**src/rtl/givens_vec_gen_pkg.sv**
```systemverilog
// Shared constants for the Givens vectoring boundary cell.
package givens_vec_gen_pkg;

   localparam int DW = 13;
   localparam int N_GRP = 3;
   localparam logic signed [8:0] K_SCALE = 9'sd155;

   localparam logic [1:0] DIR_POS = 2'b01;
   localparam logic [1:0] DIR_NEG = 2'b11;

   localparam logic [1:0] ST_IDLE = 2'd0;
   localparam logic [1:0] ST_G1   = 2'd1;
   localparam logic [1:0] ST_G2   = 2'd2;

endpackage

```
**src/rtl/givens_vec_gen_cordic_vec_grp.sv**
```systemverilog
// Four chained vectoring micro-rotations starting at shift 'base'.
module cordic_vec_grp
   import givens_vec_gen_pkg::*;
(
   input  logic [DW-1:0] x,
   input  logic [DW-1:0] y,
   input  logic [3:0]    base,
   output logic [DW-1:0] x4,
   output logic [DW-1:0] y4,
   output logic [7:0]    d_sign
);

   logic signed [DW-1:0] xv, yv, xs, ys, xn, yn;
   logic [3:0]           sh;
   logic                 pos;

   always_comb begin
      xv     = $signed(x);
      yv     = $signed(y);
      xs     = '0;
      ys     = '0;
      xn     = '0;
      yn     = '0;
      sh     = '0;
      pos    = 1'b0;
      d_sign = '0;
      for (int j = 0; j < 4; j++) begin
         sh  = base + j[3:0];
         xs  = xv >>> sh;
         ys  = yv >>> sh;
         // y == 0 has a clear sign bit, so it is treated as positive
         pos = xv[DW-1] ^ yv[DW-1];
         if (pos) begin
            xn = xv - ys;
            yn = yv + xs;
         end else begin
            xn = xv + ys;
            yn = yv - xs;
         end
         xv = xn;
         yv = yn;
         d_sign[2*j +: 2] = pos ? DIR_POS : DIR_NEG;
      end
      x4 = xv;
      y4 = yv;
   end

endmodule

```
**src/rtl/givens_vec_gen.sv**
```systemverilog
// QR boundary cell: 12-step vectoring CORDIC, one group of 4 steps per cycle,
// emitting direction words for the row and the gain-compensated magnitude.
module givens_vec_gen
   import givens_vec_gen_pkg::*;
(
   input  logic          clk,
   input  logic          rst_n,
   input  logic          in_valid,
   input  logic [DW-1:0] x_in,
   input  logic [DW-1:0] y_in,
   output logic          in_ready,
   output logic [7:0]    d_sign_out,
   output logic          d_valid,
   output logic [1:0]    grp_idx,
   output logic          flip,
   output logic [DW-1:0] mag_out,
   output logic          mag_valid
);

   logic [1:0]           state;
   logic signed [DW-1:0] x_r, y_r;
   logic [DW-1:0]        gx, gy, x4, y4;
   logic [3:0]           gbase;
   logic [7:0]           gd;
   logic signed [21:0]   prod;

   assign in_ready = (state == ST_IDLE);

   // Single group datapath: fed from the pre-rotated inputs in IDLE, else from the regs.
   always_comb begin
      gx    = x_r;
      gy    = y_r;
      gbase = 4'd4;
      case (state)
         ST_IDLE: begin
            gbase = 4'd0;
            if (x_in[DW-1]) begin
               gx = -x_in;
               gy = -y_in;
            end else begin
               gx = x_in;
               gy = y_in;
            end
         end
         ST_G2:   gbase = 4'd8;
         default: gbase = 4'd4;
      endcase
   end

   cordic_vec_grp u_grp (
      .x      (gx),
      .y      (gy),
      .base   (gbase),
      .x4     (x4),
      .y4     (y4),
      .d_sign (gd)
   );

   assign prod = $signed({{9{x4[DW-1]}}, x4}) * $signed({{13{K_SCALE[8]}}, K_SCALE});

   always_ff @(posedge clk or negedge rst_n) begin
      if (!rst_n) begin
         state      <= ST_IDLE;
         x_r        <= '0;
         y_r        <= '0;
         d_sign_out <= '0;
         d_valid    <= 1'b0;
         grp_idx    <= '0;
         flip       <= 1'b0;
         mag_out    <= '0;
         mag_valid  <= 1'b0;
      end else begin
         mag_valid <= 1'b0;
         case (state)
            ST_IDLE: begin
               if (in_valid) begin
                  state      <= ST_G1;
                  x_r        <= x4;
                  y_r        <= y4;
                  d_sign_out <= gd;
                  grp_idx    <= 2'd0;
                  d_valid    <= 1'b1;
                  flip       <= x_in[DW-1];
               end else begin
                  d_valid <= 1'b0;
               end
            end
            ST_G1: begin
               state      <= ST_G2;
               x_r        <= x4;
               y_r        <= y4;
               d_sign_out <= gd;
               grp_idx    <= 2'd1;
            end
            ST_G2: begin
               state      <= ST_IDLE;
               x_r        <= x4;
               y_r        <= y4;
               d_sign_out <= gd;
               grp_idx    <= 2'd2;
               mag_out    <= prod[20:8];
               mag_valid  <= 1'b1;
            end
            default: begin
               state   <= ST_IDLE;
               d_valid <= 1'b0;
            end
         endcase
      end
   end

endmodule

```
**config.mk**
```make
export PLATFORM = sky130hd
export DESIGN_NAME = givens_vec_gen
export DESIGN_NICKNAME = d
export VERILOG_FILES = /design/src/rtl/givens_vec_gen_pkg.sv /design/src/rtl/givens_vec_gen_cordic_vec_grp.sv /design/src/rtl/givens_vec_gen.sv
export SDC_FILE = /design/constraint.sdc
export NUM_CORES = 1
export LEC_CHECK = 0
export ABC_AREA = 1
export BUFFER_PORTS_ARGS = -buffer_cell sky130_fd_sc_hd__buf_2
export CAP_MARGIN = 5
export CELL_PAD_IN_SITES_DETAIL_PLACEMENT = 1
export CELL_PAD_IN_SITES_GLOBAL_PLACEMENT = 2
export CORE_AREA = 2 2 165 232
export CTS_BUF_LIST = sky130_fd_sc_hd__clkbuf_16
export DETAILED_ROUTE_END_ITERATION = 8
export DIE_AREA = 0 0 167 234
export GPL_TIMING_DRIVEN = 0
export PLACE_DENSITY_LB_ADDON = 0.1
export SETUP_SLACK_MARGIN = 0.3
export SLEW_MARGIN = 20
export SYNTH_ARGS = -nofsm -noshare
export SYNTH_HDL_FRONTEND = slang
export SYNTH_SLANG_ARGS = --single-unit
export TNS_END_PERCENT = 30
```
**constraint.sdc**
```tcl
create_clock -name clk -period 14.35 [get_ports clk]
set_input_delay 2.1525 -clock clk [delete_from_list [all_inputs] [get_ports clk]]
set_output_delay 2.1525 -clock clk [all_outputs]
set_load 0.01 [all_outputs]
```
======== After elaboration in Yosys (flattened, before gate mapping) ========
Index checks and enable logic that the tools add are counted.
storage, ports and cells
  latch bits .............................. 0
  bits in writable memories ............... 0
  bits in read-only memories .............. 0
  memories ................................ 0
  output and inout port bits .............. 27
  word-level logic and storage cells ...... 83
  bits in registers ....................... 54
operators by class
  equal/unequal tests ..................... 3
  bitwise logic cells ..................... 4
  divide/modulo/power cells ............... 0
  shift operators ......................... 8
  reduce and logical (&&, ||, !) cells .... 7
  $add $sub $neg .......................... 21
  $lt $le $gt $ge ......................... 0
  $mul .................................... 1
  muxes and demuxes ....................... 30
operators by type and width
  kind                   count
  $mux 13                14
  $add 13x13->13         8
  $sshr 13x4->13         8
  $sub 13x13->13         8
  $pmux 13 s2            2
  $neg 13->13            2
  $mul 13x9->21 const B  1
  $pmux 8 s2             1
  $mux 2                 6
  $add 4x2->4 const B    2
  $mux 8                 1
  $pmux 4 s2             1
  $pmux 2 s3             1
  $reduce_and 2->1       3
  $add 4x1->4 const B    1
  $pmux 2 s2             1
  $xor 1x1->1            4
  $reduce_bool 3->1      1
  $eq 2x1->1 const B     1
  $eq 2x2->1 const B     1
  $logic_not 2->1        1
  $mux 1                 2
  $ne 2x2->1 const B     1
  $pmux 1 s2             1
  2 further kinds        2

======== Depth between registers and ports, before layout ========
  depth after elaboration ................. 17
  mapped depth ............................ 116
  mapped depth without buffers ............ 115

======== Cells and area by module ========
Synthesis repeated with hierarchy kept, for this count alone.
second synthesis, totals
  cells, all modules ...................... 2555
  area, all modules ....................... 15612.5 um^2
modules (own cells, without submodules)
  module          cells an instance  area an instance (um^2)  times used
  cordic_vec_grp  1950               10600.2                  1
  givens_vec_gen  605                5012.3                   1

======== Worst setup path before layout ========
OpenSTA, ideal clock, no wires.
  path type ............................... input-to-reg
  from .................................... in y_in[1]
  to ...................................... reg mag_out[12]
  buffers on the path ..................... 1
  cell stages on the path ................. 102
  data arrival time ....................... 16927 ps
  required time ........................... 14232 ps
  path slack .............................. -2694 ps
  library setup time ...................... 118 ps
  cells stage by stage .................... nor3_2 > nand2_1 > o21ai_1 > or2_1 > nand3_1 > and2_1 > o21ai_0 > ha_1 > nand3_1 > nor2_2 > nor2_1 > xnor2_1 > ha_1 > inv_1 > nor3_1 > nand2_1 > nand2_1 > a21oi_1 > [66 not listed] > inv_1 > ha_1 > inv_1 > o21bai_1 > a21oi_1 > o21bai_1 > a21oi_1 > o21bai_1 > a21oi_1 > o21bai_1 > a21o_1 > nand2_1 > nand2_1 > nand2_1 > inv_1 > nand3_1 > nand3_1 > nand2_1
on the way
  cells in the longest elaborated chain, start to end .. 15
  elaborated cells between the ends (all ways) .. 35
  those cells by class .................... 15 x add/sub; 1 x mul; 6 x shift; 9 x mux; 4 x bitwise
ends and longest elaborated chain
  what                                              line                                                                      source
  start, declared                                   givens_vec_gen.sv:10                                                      input logic [DW-1:0] y_in,
  $neg 13->13                                       givens_vec_gen.sv:39                                                      gy = -y_in;
  $mux 13 (*)                                       givens_vec_gen.sv:37                                                      if (x_in[DW-1]) begin
  $mux 13 (*)                                       givens_vec_gen.sv:34                                                      case (state)
  $sshr 13x4->13 (tied with other cells)            givens_vec_gen_cordic_vec_grp.sv:30                                       ys = yv >>> sh;
  $add 13x13->13 (tied with other cells)            givens_vec_gen_cordic_vec_grp.sv:37                                       xn = xv + ys;
  $mux 13 / $sshr 13x4->13 (equally long branches)  givens_vec_gen_cordic_vec_grp.sv:33, givens_vec_gen_cordic_vec_grp.sv:30
  $sshr 13x4->13 (tied with other cells)            givens_vec_gen_cordic_vec_grp.sv:29                                       xs = xv >>> sh;
  $sub 13x13->13 (tied with other cells)            givens_vec_gen_cordic_vec_grp.sv:38                                       yn = yv - xs;
  $mux 13 / $sshr 13x4->13 (equally long branches)  givens_vec_gen_cordic_vec_grp.sv:33, givens_vec_gen_cordic_vec_grp.sv:29
  $sshr 13x4->13 (tied with other cells)            givens_vec_gen_cordic_vec_grp.sv:30
  $add 13x13->13 (tied with other cells)            givens_vec_gen_cordic_vec_grp.sv:37
  $mux 13 / $sshr 13x4->13 (equally long branches)  givens_vec_gen_cordic_vec_grp.sv:33, givens_vec_gen_cordic_vec_grp.sv:30
  $add 13x13->13 (tied with other cells)            givens_vec_gen_cordic_vec_grp.sv:37
  $mux 13 (*)                                       givens_vec_gen_cordic_vec_grp.sv:33                                       if (pos) begin
  named net u_grp.x4[10]                            givens_vec_gen_cordic_vec_grp.sv:8                                        output logic [DW-1:0] x4,
  $mul 13x9->21 (*)                                 givens_vec_gen.sv:59                                                      assign prod = $signed({{9{x4[DW-1]}}, x4}) * $signed({{13{K_SCALE[8]}}, K_SCALE});
  end signal, assigned                              givens_vec_gen.sv:101                                                     mag_out <= prod[20:8];
  end, declared                                     givens_vec_gen.sv:16                                                      output logic [DW-1:0] mag_out,
Mark *: on every way through the listed nets, which the timed path passes. The rest lies on a longest branch.
A chain may end at the register's enable or synchronous reset.

======== Worst setup path after layout ========
  from .................................... in y_in[0]
  to ...................................... reg mag_out[11]
The elaborated chain is that of the path after synthesis.

==> results.cfg <==
[outcome]
status = finished, violations left
violations = setup timing

[yosys]
synthSimpleGateAreaFrac_pct = 27.8
syn_inst = 1823
synth_area_per_cell_um2 = 6.61
yosysSeqAreaShare_pct = 10.6
synth_area_leaders = ha_1, nand2_1, dfrtp_1
synth_top_family_by_area = simple AND/OR/NAND/NOR gates
yosys_register_bits = 51
synth_xor_xnor_area_share_pct = 11.5
yosys.area.top_type = ha_1
yosys.cell_types.count = 53
synth_flop_cell = dfrtp_1
syn-num-nets = 2048
syn-cell-area_um2 = 12000
synth_compound_area_share_pct = 15.0
synth_mux_area_share_pct = 0.0935
ys_async_sr_fraction_pct = 100
netlist.area_leader.share_pct = 16.3
ys_warn_count = 0
synth-edff-count = 0
yosys.area_share.adder_pct = 22.8

[sta]
worstMarginPinSlew_ns = 0.784
slew-limit-headroom_pct = 47.6
rsz0062_at_grt = yes
fin_tns_setup_ns = -34.27
skew_ns = 0.00925
final-setup-viol-count = 14
drv_slew = 0
hold_viol_final = 0
final.setup.worst_slack_ns = -3.21
period_minus_slack_ns = 17.56
finalCritPeriodShare_pct = 122
timing.fmax_mhz = 56.9

[cts]
clock_path_buffers = 2
path_clk_slew_ns = 0.07
cts_tree = built
worstSkewPairLatency_ns = 0.29
htreeDepth = 2
clock-sinks = 51
holdBufCountCts = 0
numCtsBuffers = 5
root_buffer = clkbuf_16

[floorplan]
die_w_um = 167
die-area_um2 = 39100
ios = 56
rows = 84
start_util_pct = 32.5
die_y_um = 234
core_um2 = 37100

[global_routing]
track_usage_pct = 24.6
grt_first_pass_wirelength_um = 75200
grt_antenna_before_repair = 1
grt_max_degree = 52
gr-total-overflow = 0
grt_pass1_vias = 13800

[job]
max-cap-violations = 0

[finish]
nNetsFinal = 2331
antenna_cells = 0
area_growth_pct = 41.9
num-fill-cells = 4647
layout_commonest_cell = nand2_1
drive_above_1_share_pct = 32.9
layout_common_cells = nand2_1, inv_1, buf_4

[route]
wl_um = 50500
drt_iter0_drc = 480
drc = 0
firstDrtPassIters = 4
vias_per_cell = 5.07
post_drt_wl_per_cell_um = 19.6
ant_nets = 0
vias = 13100

[placement]
io_buffers = 55
dpl.hpwl_um = 38200
place.gp.congestion = 0.872

[setup_path]
critical_path_class = primary input to register
cp.arrival_ns = 17.76
cp_slowest_cell = fa_1
start_kind = primary input
crit_top_cell = nand2_2
path_max_fanout = 5
r2r_setup_slack_ns = -2.94
slowest_delay_ns = 0.54
end_kind = register
cp.required_ns = 14.55

[hold_path]
worstHoldPathType = register to register
[metrics by stage]
stage	setup WS, ns	hold WS, ns	area (um^2)	utilization [%]	cells
after global placement	-5.62	0.462	13300	35.7	2351
after detailed placement	-5.77	0.472	13300	35.7	2351
after CTS	-2.80	0.486	16000	43.1	2530
final	-3.21	0.485	17100	46.1	2580
after floorplan	-2.01	0.444	12400	-	1823
after global routing	-4.17	0.509	17100	46.1	2580
[area by class of cell]
type / instances / area [um^2] / area share (%)
multi-input cells: 1391 / 11300 / 65.9
clock buffers: 5 / 125 / 0.732
repair buffers: 276 / 2230 / 13.0
inverters: 339 / 1340 / 7.81
clock inverters: 3 / 20.0 / 0.117
plain buffers: 42 / 253 / 1.48
flip-flops and latches: 51 / 1280 / 7.47
well taps: 473 / 592 / 3.46
[per-layer routing]
layer	share of wire (%)	GRT usage, %	vias to the layer above
met2	55	48.7	175
met3	1.9	1.67	98
met5	0.016	0	-
met4	4.7	10.3	2
li1	-	-	6406
met1	38	26.9	6397
[synthesized netlist by cell type (all sizes together), types with 4 or more instances]
cell / number
o22ai: 21
fa: 39
nand4: 20
a22oi: 4
dfrtp: 51
xnor2: 46
a21o: 9
a21oi: 100
o31ai: 12
clkbuf: 24
inv: 338
o21bai: 22
nor2: 137
a22o: 4
nand3: 120
and2: 6
ha: 157
o21ai: 108
nand2: 411
nor3: 14
or2: 11
xor2: 109
buf: 18
a31oi: 18
[flip-flops by register name, indices dropped and copies added, names as in the netlist]
| name | count |
|---|---|
| d_sign_out | 5 |
| d_valid | 1 |
| flip | 1 |
| grp_idx | 2 |
| mag_out | 13 |
| mag_valid | 1 |
| state | 2 |
| x_r | 13 |
| y_r | 13 |
[timing repair]
action                     CTS  global route
gates cloned                 0             0
pin swaps                  161           114
resized for setup          287           167
setup endpoints to repair   37            31
buffers inserted           171            50
[critical path: cells and delay by family]
family | cells | cell delay (ns)
compound gates | 31 | 4.40
xor+xnor | 6 | 1.12
fa+ha+maj | 11 | 3.46
buf+inv | 24 | 2.04
simple gates | 41 | 4.52
[worst paths after layout]
path	endpoint	start	depth (start not counted)
max	mag_out[11]	y_in[0]	113
min	x_r[4]	x_r[4]	2
max reg2reg	mag_out[11]	state[0]	111
min reg2reg	x_r[4]	x_r[4]	2
max in group asynchronous	x_r[4]	rst_n	1
min in group asynchronous	mag_out[1]	rst_n	1
[cells by family after synthesis]
logic type / count (synthesis)
buffers and inverters: 381
multiplexers: 1
AND/OR/NAND/NOR: 724
adder cells (fa/ha/maj): 196
XOR/XNOR: 155
flip-flops: 51
AO/OA/AOI/OAI: 315
Power is not shown: default switching activity piles up to over one toggle a cycle in this logic, so the estimate is an artifact.
